### src/rtl/serial_subtractor.sv
// Bit-serial unsigned subtractor (diff = a - b), LSB first, one bit per clock, start/busy/done handshake.
// Optional build macro SUB_SATURATE_EN: an underflowing result (borrow=1) loads diff as zero.
module serial_subtractor #(
    parameter int WIDTH = 8
) (
    input  logic             clk,
    input  logic             rst_n,
    input  logic             start,
    input  logic [WIDTH-1:0] a,
    input  logic [WIDTH-1:0] b,
    output logic             busy,
    output logic             done,
    output logic [WIDTH-1:0] diff,
    output logic             borrow
);

    localparam int CW = (WIDTH > 1) ? $clog2(WIDTH) : 1;
    localparam logic [CW-1:0] LAST = CW'(WIDTH - 1);

    typedef enum logic [1:0] {
        IDLE = 2'd0,
        RUN  = 2'd1,
        DONE = 2'd2
    } state_t;

    state_t           state;
    state_t           state_next;
    logic [CW-1:0]    cnt;
    logic [WIDTH-1:0] a_sr;
    logic [WIDTH-1:0] b_sr;
    logic [WIDTH-1:0] res_sr;
    logic [WIDTH-1:0] res_next;
    logic             br;
    logic             br_next;
    logic             d;
    logic             accept;
    logic             step;
    logic             finish;

    always_ff @(posedge clk or negedge rst_n) begin
        if (!rst_n) begin
            state <= IDLE;
        end else begin
            state <= state_next;
        end
    end

    always_comb begin
        state_next = state;
        accept     = 1'b0;
        step       = 1'b0;
        finish     = 1'b0;
        case (state)
            IDLE: begin
                if (start) begin
                    accept     = 1'b1;
                    state_next = RUN;
                end
            end
            RUN: begin
                step = 1'b1;
                if (cnt == LAST) begin
                    finish     = 1'b1;
                    state_next = DONE;
                end
            end
            DONE: begin
                if (start) begin
                    accept     = 1'b1;
                    state_next = RUN;
                end else begin
                    state_next = IDLE;
                end
            end
            default: state_next = IDLE;
        endcase
    end

    // One full-subtractor bit; the new result bit enters at the MSB so that
    // after WIDTH steps the LSB-first stream sits in natural bit order.
    always_comb begin
        d        = a_sr[0] ^ b_sr[0] ^ br;
        br_next  = (~a_sr[0] & b_sr[0]) | (~(a_sr[0] ^ b_sr[0]) & br);
        res_next = res_sr >> 1;
        res_next[WIDTH-1] = d;
    end

    always_ff @(posedge clk or negedge rst_n) begin
        if (!rst_n) begin
            a_sr   <= '0;
            b_sr   <= '0;
            res_sr <= '0;
            br     <= 1'b0;
            cnt    <= '0;
            diff   <= '0;
            borrow <= 1'b0;
        end else if (accept) begin
            a_sr   <= a;
            b_sr   <= b;
            res_sr <= '0;
            br     <= 1'b0;
            cnt    <= '0;
        end else if (step) begin
            a_sr   <= a_sr >> 1;
            b_sr   <= b_sr >> 1;
            res_sr <= res_next;
            br     <= br_next;
            cnt    <= cnt + CW'(1);
            if (finish) begin
`ifdef SUB_SATURATE_EN
                diff <= br_next ? '0 : res_next;
`else
                diff <= res_next;
`endif
                borrow <= br_next;
            end
        end
    end

    assign busy = (state == RUN);
    assign done = (state == DONE);

    a_busy_done_exclusive: assert property (@(posedge clk) disable iff (!rst_n) !(busy && done));

endmodule

### config.mk
export PLATFORM = sky130hd
export DESIGN_NAME = serial_subtractor
export DESIGN_NICKNAME = d
export VERILOG_FILES = /design/src/rtl/serial_subtractor.sv
export SDC_FILE = /design/constraint.sdc
export NUM_CORES = 1
export LEC_CHECK = 0
export ABC_CLOCK_PERIOD_IN_PS = 2000
export CAP_MARGIN = 5
export CORE_MARGIN = 1.5
export CORE_UTILIZATION = 51
export DETAILED_ROUTE_END_ITERATION = 12
export GPL_TIMING_DRIVEN = 0
export PLACE_DENSITY = 0.82
export SYNTH_ARGS = -nofsm -noshare
export SYNTH_HDL_FRONTEND = slang
export SYNTH_SLANG_ARGS = --single-unit
### constraint.sdc
create_clock -name clk -period 2 [get_ports clk]
set_input_delay 0.4 -clock clk [delete_from_list [all_inputs] [get_ports clk]]
set_output_delay 0.4 -clock clk [all_outputs]
set_load 0.01 [all_outputs]
==> impl_metrics.json <==
{
  "grt-ovfl-total": 0,
  "ant_nets": 0,
  "outcome": "finished, final reports clean",
  "grt_max_degree": 39,
  "path_max_fanout": 10,
  "cts_buffer_depth": 2,
  "num_rows": 20,
  "yosysSeqAreaShare": 0.597,
  "fillers": 233,
  "synth-simple-area-share": 0.0353,
  "irDropWorstVdd_uv": 672,
  "final_layout_size_suffix_gt1_frac": 0.112,
  "finalHoldViolCount": 0,
  "finalMaxSlewViolations": 0,
  "pre_cts_ws_ns": 0.0952,
  "cts_hold_buf": 0,
  "cp-start-kind": "flop",
  "grt_pass1_vias": 1100,
  "path_class": "reg2out",
  "boundaryPins": 30,
  "holdWs_ns": 0.147,
  "required_ns": 1.60,
  "synth_fp_nets": 154,
  "numCtsBuffers": 5,
  "antenna_found_initial": 0,
  "leakage_nw": 0.958,
  "area_delta_synth_final_pct": 24.7,
  "cpPeakStageDelay_ns": 0.39,
  "worstMarginPinSlew_ns": 0.821,
  "grt_pass1_wl_um": 4970,
  "worstPathCellList": "buf_4 > nand2b_2 > inv_2 > dlygate4sd2_1",
  "synth.cell_area_um2": 1590,
  "clk_pin_slew_worst_paths_ns": 0.10,
  "cts_max_level": 2,
  "rr_endpoint": "diff[5]",
  "fin_nets": 192,
  "rsz0062_at_grt": "no",
  "initial_core_util": 0.531,
  "synth_top_family_by_area": "compound AO/OA/AOI/OAI gates",
  "synth.distinct_cells": 23,
  "io_buffers": 29,
  "synthXorXnorAreaFrac": 0,
  "syn_inst": 132,
  "dr_total_vias": 1138,
  "grtUsageTotal": 0.195,
  "antenna_cells": 0,
  "setup_viol": 0,
  "powerDensity_nw_per_um2": 1440,
  "layout_setup_ws_ns": 0.128,
  "maxCapViolCount": 0,
  "clk-insertion-delay-late_ns": 0.33,
  "root_buffer": "clkbuf_4",
  "cts_tree": "yes",
  "cp.arrival_ns": 1.47,
  "cts.sinks": 38,
  "multi_input_area_um2": 547,
  "dp_cells": 194,
  "die_height_um": 58.9,
  "slew_headroom": 0.453,
  "register_area_um2": 951,
  "finalWirelength_um": 2920,
  "dieArea_um2": 3470,
  "avgSynthCellArea_um2": 12.1,
  "synthAdderAreaFrac": 0.0283,
  "drtPass1Iterations": 4,
  "drt_iter0_drc": 32,
  "r2r_start": "cnt[0]",
  "worst-r2r-cell-count": 5,
  "wire_per_inst_um": 14.4,
  "setup-tns-final_ns": 0,
  "r2r_setup_slack_ns": 0.37,
  "post-route-period-util": 0.936,
  "synth-seq-cells": 38,
  "route.detailed.drc": 0,
  "finalClockSkew_ns": 0.00565,
  "place_hpwl_um": 2130,
  "finalWorstPathRequiredPeriod_ns": 1.87,
  "synth_compound_area_frac": 0.181,
  "endpoint_kind": "primary output",
  "fp.dieW_um": 58.9,
  "vias_per_cell": 5.61,
  "place_congestion": 0.706,
  "crit_slowest_cell": "dfrtp_1",
  "max_freq_ghz": 0.534,
  "holdCritPathClass": "in2async",
  "layout.cells.non_filler": 203,
  "core_area_um2": 3000,
  "muxShareOfSynthArea": 0.0973,
  "synth_warnings": 0,
  "p_total_mw": 2.87
}
## registers in the layout, indices dropped and copies added (netlist names)
| name | flops |
|---|---|
| cnt | 3 |
| state | 2 |
| borrow | 1 |
| br | 1 |
| b_sr | 8 |
| diff | 8 |
| a_sr | 8 |
| res_sr | 7 |
## metal layers
| metal | part of all wire | wire, um | up-vias | global-route usage |
|---|---|---|---|---|
| met2 | 0.50 | 1450 | 32 | 0.314 |
| met1 | 0.44 | 1280 | 557 | 0.251 |
| li1 | - | - | 543 | - |
| met5 | 0 | 0 | - | 0 |
| met3 | 0.052 | 152 | 6 | 0.0659 |
| met4 | 0.013 | 38 | 0 | 0.0584 |
## timing repair
item	4_1_cts	5_1_grt
gates resized for setup	4	1
gates cloned	0	0
setup buffers	2	0
setup endpoints to repair	2	1
pin swaps	0	0
## kinds of logic (layout without fill, tap and decap cells)
logic type | count (synthesis) | after routing
AO/OA/AOI/OAI | 44 | 44
adder cells (fa/ha/maj) | 3 | 3
AND/OR/NAND/NOR | 10 | 10
multiplexers | 14 | 14
buffers and inverters | 23 | 61
flip-flops | 38 | 38
## through the flow
stage,instance area (um2),util
floorplan,1590,-
global route,1990,0.662
global placement,1930,0.641
CTS,1990,0.661
detailed placement,1920,0.640
finish,1990,0.662
## power by group
| part | internal [mW] | leakage, nW | switching, mW | total (mW) |
|---|---|---|---|---|
| Clock | 0.133 | 0.0254 | 0.223 | 0.356 |
| Combinational | 0.644 | 0.463 | 0.555 | 1.20 |
| Sequential | 1.11 | 0.469 | 0.205 | 1.31 |
| Total | 1.89 | 0.958 | 0.982 | 2.87 |
## layout make-up
cell class                 instances  share of cell area
clock buffer                       7              0.0227
buffer                             7              0.0214
multi-input combinational         71               0.275
tap                               33              0.0208
timing repair buffer              31               0.152
sequential                        38               0.478
inverter                          16              0.0302
## cells in the final DEF, fill, tap and decap left out, types with 4 or more instances in the layout
cell type,count
dfrtp_1,38
a22o_1,12
inv_1,14
mux2_1,11
clkdlybuf4s50_1,26
clkbuf_4,6
nor2b_1,4
a21oi_1,14
buf_2,5
o22ai_1,12
buf_4,4
## worst max-delay path by stage
stage,start,endpoint,slack [ns]
6_report,state[1],busy,0.13
3_5_place_dp,start,a_sr[7],0.1
5_1_grt,state[1],busy,0.04
2_1_floorplan,cnt[0],diff[0],0.50
3_3_place_gp,rst_n,a_sr[3],-0.28
4_1_cts,state[0],done,0.005
## worst max-delay path: cells and delay by family (launching register included)
family / cells / cell delay [ns]
flip-flops: 1 / 0.39
AND/OR/NAND/NOR: 1 / 0.23
buffers and inverters: 3 / 0.52
## synthesized netlist by cell type
master / n / area [um2]
ha_1: 2 / 25.0
inv_1: 14 / 52.6
dfrtp_1: 38 / 951
a22o_1: 12 / 105
nand2_1: 2 / 7.51
nor2_1: 1 / 3.75
o22ai_1: 12 / 75.1
nand3b_1: 1 / 7.51
nor2b_1: 4 / 25.0
buf_4: 2 / 15.0
buf_2: 4 / 20.0
a21oi_1: 14 / 70.1
clkbuf_1: 1 / 3.75
nand2b_1: 2 / 12.5
mux2_2: 1 / 11.3
a21o_1: 1 / 7.51
o21ai_0: 1 / 5.00
a211oi_1: 2 / 15.0
fa_1: 1 / 20.0
mux2_1: 11 / 124
mux2i_1: 2 / 20.0
inv_2: 2 / 7.51
o21ai_1: 2 / 10.0
(Power assumes the default switching activity.)
